<file path="src/rtl/ws2811_frame_sequencer.sv">
// WS2811 frame sequencer: pops pixel bytes from a show-ahead FIFO
// and serialises one frame MSB first, then holds a low latch gap.
//
// Ports:
//   clk, rst_       clock, async active-low reset
//   start           one-cycle frame request, honoured only in IDLE
//   fifo_q          FIFO head byte, valid while fifo_empty=0
//   fifo_empty      FIFO has no data
//   fifo_rdreq      one-cycle pop per consumed byte
//   dout            WS2811 serial line
//   busy            high in every state except IDLE
//   frame_done      pulse at end of the latch gap
//   underrun        pulse when a mid-frame byte is missing
module ws2811_frame_sequencer #(
    parameter int NUM_LEDS  = 50,
    parameter int BIT_CYC   = 16,
    parameter int T0H_CYC   = 4,
    parameter int T1H_CYC   = 12,
    parameter int RESET_CYC = 1024
) (
    input  logic       clk,
    input  logic       rst_,
    input  logic       start,
    input  logic [7:0] fifo_q,
    input  logic       fifo_empty,
    output logic       fifo_rdreq,
    output logic       dout,
    output logic       busy,
    output logic       frame_done,
    output logic       underrun
);

    localparam int FRAME_BYTES = 3 * NUM_LEDS;
    localparam int CYC_W  = $clog2(BIT_CYC) + 1;
    localparam int BYTE_W = $clog2(FRAME_BYTES) + 1;
    localparam int LAT_W  = $clog2(RESET_CYC) + 1;

    localparam logic [1:0] S_IDLE  = 2'd0;
    localparam logic [1:0] S_WAIT  = 2'd1;
    localparam logic [1:0] S_SEND  = 2'd2;
    localparam logic [1:0] S_LATCH = 2'd3;

    localparam logic [CYC_W-1:0]  CYC_LAST  = CYC_W'(BIT_CYC - 1);
    localparam logic [CYC_W-1:0]  T0H       = CYC_W'(T0H_CYC);
    localparam logic [CYC_W-1:0]  T1H       = CYC_W'(T1H_CYC);
    localparam logic [BYTE_W-1:0] BYTE_LAST = BYTE_W'(FRAME_BYTES - 1);
    localparam logic [LAT_W-1:0]  LAT_LAST  = LAT_W'(RESET_CYC - 1);

    logic [1:0]        state, state_d;
    logic [CYC_W-1:0]  cyc, cyc_d;
    logic [2:0]        bit_cnt, bit_d;
    logic [BYTE_W-1:0] byte_cnt, byte_d;
    logic [LAT_W-1:0]  lat_cnt, lat_d;
    logic [7:0]        shreg, shreg_d;
    logic              rdreq_d, under_d, done_d;
    logic              dout_d, busy_d;
    logic [CYC_W-1:0]  th_d;

    always_comb begin
        state_d = state;
        cyc_d   = cyc;
        bit_d   = bit_cnt;
        byte_d  = byte_cnt;
        lat_d   = lat_cnt;
        shreg_d = shreg;
        rdreq_d = 1'b0;
        under_d = 1'b0;
        done_d  = 1'b0;
        unique case (1'b1)
            (state == S_IDLE): begin
                if (start) state_d = S_WAIT;
            end
            (state == S_WAIT): begin
                if (!fifo_empty) begin
                    shreg_d = fifo_q;
                    rdreq_d = 1'b1;
                    byte_d  = '0;
                    bit_d   = '0;
                    cyc_d   = '0;
                    state_d = S_SEND;
                end
            end
            (state == S_SEND): begin
                if (cyc == CYC_LAST) begin
                    cyc_d   = '0;
                    shreg_d = {shreg[6:0], 1'b0};
                    bit_d   = bit_cnt + 3'd1;
                    if (bit_cnt == 3'd7) begin
                        bit_d = '0;
                        if (byte_cnt == BYTE_LAST) begin
                            state_d = S_LATCH;
                            lat_d   = '0;
                        end else if (!fifo_empty) begin
                            // next byte loads on the boundary itself,
                            // so bit cells stay back to back
                            shreg_d = fifo_q;
                            rdreq_d = 1'b1;
                            byte_d  = byte_cnt + 1'b1;
                        end else begin
                            under_d = 1'b1;
                            state_d = S_LATCH;
                            lat_d   = '0;
                        end
                    end
                end else begin
                    cyc_d = cyc + 1'b1;
                end
            end
            (state == S_LATCH): begin
                if (lat_cnt == LAT_LAST) begin
                    done_d  = 1'b1;
                    lat_d   = '0;
                    state_d = S_IDLE;
                end else begin
                    lat_d = lat_cnt + 1'b1;
                end
            end
            default: state_d = S_IDLE;
        endcase
        // outputs are registered from next-state values so the line
        // changes on the same edge as the state that defines it
        th_d   = shreg_d[7] ? T1H : T0H;
        dout_d = (state_d == S_SEND) && (cyc_d < th_d);
        busy_d = (state_d != S_IDLE);
    end

    always_ff @(posedge clk or negedge rst_) begin
        if (!rst_) begin
            state      <= S_IDLE;
            cyc        <= '0;
            bit_cnt    <= '0;
            byte_cnt   <= '0;
            lat_cnt    <= '0;
            shreg      <= '0;
            fifo_rdreq <= 1'b0;
            dout       <= 1'b0;
            busy       <= 1'b0;
            frame_done <= 1'b0;
            underrun   <= 1'b0;
        end else begin
            state      <= state_d;
            cyc        <= cyc_d;
            bit_cnt    <= bit_d;
            byte_cnt   <= byte_d;
            lat_cnt    <= lat_d;
            shreg      <= shreg_d;
            fifo_rdreq <= rdreq_d;
            dout       <= dout_d;
            busy       <= busy_d;
            frame_done <= done_d;
            underrun   <= under_d;
        end
    end

endmodule

</file>
<file path="config.mk">
export PLATFORM = sky130hd
export DESIGN_NAME = ws2811_frame_sequencer
export DESIGN_NICKNAME = d
export VERILOG_FILES = /design/src/rtl/ws2811_frame_sequencer.sv
export SDC_FILE = /design/constraint.sdc
export NUM_CORES = 1
export LEC_CHECK = 0
export ABC_AREA = 1
export ABC_CLOCK_PERIOD_IN_PS = 2100
export BUFFER_PORTS_ARGS = -buffer_cell sky130_fd_sc_hd__clkbuf_2
export CORE_ASPECT_RATIO = 0.75
export CORE_UTILIZATION = 35
export DETAILED_ROUTE_END_ITERATION = 16
export GPL_TIMING_DRIVEN = 0
export SLEW_MARGIN = 0
export SYNTH_ARGS = -nofsm -noshare
export SYNTH_HDL_FRONTEND = slang
export SYNTH_SLANG_ARGS = --single-unit
</file>
<file path="constraint.sdc">
create_clock -name clk -period 2.1 [get_ports clk]
set_input_delay 0.21 -clock clk [delete_from_list [all_inputs] [get_ports clk]]
set_output_delay 0.21 -clock clk [all_outputs]
set_load 0.02 [all_outputs]
</file>
==> run metrics <==
Crit path max-delay family=adder cells; DP HPWL=~4200 um; Final Hold Vio Count=0; Req. time, crit path=2.33 ns; crit path launch type=flop; Overall Global Routing Usage=16.71%; total number of vias=2264; IO Pins=17; CP Cell Sequence=inv_1, ha_1, inv_2, nor2_2, inv_1, nand2_1, o31ai_1, ha_1, nand2_1, nand2_1, nor2_1; most frequent cells in the layout=92 x nand2_1, 43 x dfrtp_1, 41 x inv_1; # diodes=0; clk sinks=43; Synth Warn #=0; TritonCTS clock tree=built; Stages on worst setup path=11; critical path's slowest cell=dfrtp_1; Post-CTS Hold Buffers=0; status=complete, no violations; CTS Buffer Depth=2; RSZ-0062 raised after global routing=true; synthesized area per cell=7.439 sq um; Critical path buffers and inverters=3; Lkg Pwr=1.416 nW; Slew @ Worst Pin=1.116 ns; Post-Route WL=~5800 um; first-pass GRT wire length=a little over 10000 um; Inserted Clock Buffers=5; height of the chip=between 70 and 80 um; Pwr Density=455.2 nW/um^2; peak supply drop=~210 uV; die width=a little over 100 um; root buffer cell=clkbuf_8; H-Tree Depth=2; Placed Cells=between 400 and 500; post-layout net count=between 400 and 500; Multi-input gate area=~1400 sq um; Synth cell types=32; Clk pin slew, worst setup/hold paths=about 0.08 ns; Clock Skew=approximately 0.0033 ns; CP peak stage delay=0.41 ns; via-per-instance ratio=about 4.7; R2R depth=11; met3 Use GR=3.303%; Post-Synthesis Cells=about 350; number of global-route vias before repair=approximately 2100; grt total ovfl=0; worst skew pair latency=around 0.29 ns; Worst Path Class, Setup=flop to flop; Initial Utilization=37.12%; register area share after synthesis=about two fifths; final setup vio count=0; Critical Path AT=~2.2 ns; Core Util, Final=between 40% and 50%; r2r startpoint=state[0]; Port Buffer Count=16; CP startpoint=state[0]; Layout area overhead=14.80%; Non-Filler Instances=about 480; final RePlAce weighted congestion=0.7884; #FFs+latches synth=43; Final ANT Viol Nets=0; final period utilization=roughly 90%; routed len/inst=around 12 um; post-synthesis instance area=around 2600 sq um; initial antenna violation count=0; final slew viol count=0; worst relative slew slack=25.57%; grt met1 use=around a quarter; layout cells sized above 1=~16%; max-cap viol count=0; Fmax=between 0.5 and 0.6 GHz; number of fill cells=~740; GR met2 Demand/Resource=a little under a quarter; DRT iter0 DRCs=between 150 and 200; cell mode on critical path=nand2_1; Reg area=around 1100 sq um; crit-path max FO=5; largest net degree at the start of global routing=44; FP Rows=26; die area=about 8000 sq um; Core ar.=6994 sq um; Tmin final=1.945 ns; Net Count, Synth=372; Worst setup EP type=flop; most common cell after layout, fill and taps aside=nand2_1; busiest grt layer=met1; Hold Path Class=primary input to asynchronous set/reset pin; DRC viols=0; TritonRoute pass-1 iters=4
## layout make-up
cell class                      instances  share of cell area [%]
Multi-Input combinational cell        253                   45.34
Sequential cell                        43                   36.10
Inverter                               47                   5.919
Timing Repair Buffer                   24                   4.702
Tap cell                               98                   4.114
Clock buffer                            6                   2.435
Buffer                                  6                   1.385
## synth_stat cells
cell	count	area share [%]
a21boi_0	3	0.87
a21o_1	1	0.29
a21oi_1	11	2.1
buf_2	2	0.39
buf_4	1	0.29
buf_6	1	0.43
clkbuf_1	1	0.14
clkbuf_2	1	0.19
dfrtp_1	43	41
ha_1	11	5.3
inv_1	45	6.5
inv_2	2	0.29
nand2_1	94	14
nand2_2	2	0.48
nand2b_1	1	0.24
nand3_1	29	5.6
nand3b_1	4	1.2
nand4_1	6	1.4
nand4_2	2	0.96
nor2_1	29	4.2
nor2_2	3	0.72
nor2_4	1	0.43
nor3_1	3	0.58
o21a_1	1	0.29
o21ai_0	28	5.4
o21ai_1	7	1.3
o21ai_2	4	1.3
o22ai_1	1	0.24
o31ai_1	3	0.87
or2_2	2	0.48
xnor2_1	1	0.34
xor2_1	6	2.0
## power breakdown
| group | internal (mW) | switching, mW | total (mW) |
|---|---|---|---|
| registers | 0.827 | 0 | 0.827 |
| logic | 0.00880 | 0.0267 | 0.0355 |
| clock network | 0.222 | 0.272 | 0.494 |
| total | 1.06 | 0.299 | 1.36 |
## kinds of logic (layout without fill, tap and decap cells)
kind of cell             Yosys count  count (layout)  share of synthesized area [%]
AND/OR/NAND/NOR                  176             176                          29.88
flip-flops                        43              43                          41.45
adder cells (fa/ha/maj)           11              11                          5.301
AO/OA/AOI/OAI                     59              59                          12.77
XOR/XNOR                           7               7                          2.361
buffers and inverters             53              83                          8.241
## state kept, by name, indices dropped and copies added, names as in the netlist
name,flops
dout,1
fifo_rdreq,1
lat_cnt,11
frame_done,1
shreg,8
state,2
busy,1
byte_cnt,9
underrun,1
cyc,5
bit_cnt,3
## worst paths after layout
check	end	slack [ns]
worst min register to register	shreg[2]	0.49
worst max-delay path	dout	0.16
worst min-delay path	bit_cnt[2]	0.11
max in group asynchronous	cyc[2]	1.30
min in group clk	shreg[0]	0.18
worst max register to register	dout	0.16
## layer usage
| layer | part of all wire (%) | vias to the layer above |
|---|---|---|
| li1 | - | 1186 |
| met1 | 54 | 1025 |
| met2 | 40 | 45 |
| met3 | 5.0 | 8 |
| met4 | 1.3 | 0 |
| met5 | 0 | - |
## worst register-to-register path, stage by stage, from the launching register on
cell and delay [ns]:
dfrtp_1 0.41, inv_1 0.08, ha_1 0.37, inv_2 0.11, nor2_2 0.16, inv_1 0.11
nand2_1 0.08, o31ai_1 0.08, ha_1 0.27, nand2_1 0.08, nand2_1 0.05, nor2_1 0.09
## stage by stage
step	total power, mW	setup slack, ns	TNS [ns]	cell area [sq um]	hold slack, ns
2_1_floorplan	0.8486	0.1739	0	2596	-0.08559
3_3_place_gp	0.8799	-0.2551	-0.2551	2799	0.4649
3_5_place_dp	0.8799	-0.2665	-0.2665	2799	0.4661
4_1_cts	1.377	0.01389	0	2907	0.1585
5_1_grt	1.416	-0.02445	-0.02445	2980	0.1905
6_report	1.357	0.1550	0	2980	0.1146
## repair_timing
item | in CTS | in global routing
setup buffers | 2 | 6
endpoints found under the hold margin | 0 | 0
endpoints found under the setup margin | 1 | 7
resized for setup | 5 | 12
pin swaps | 1 | 2
No activity file was read; power rests on OpenSTA's default activity.
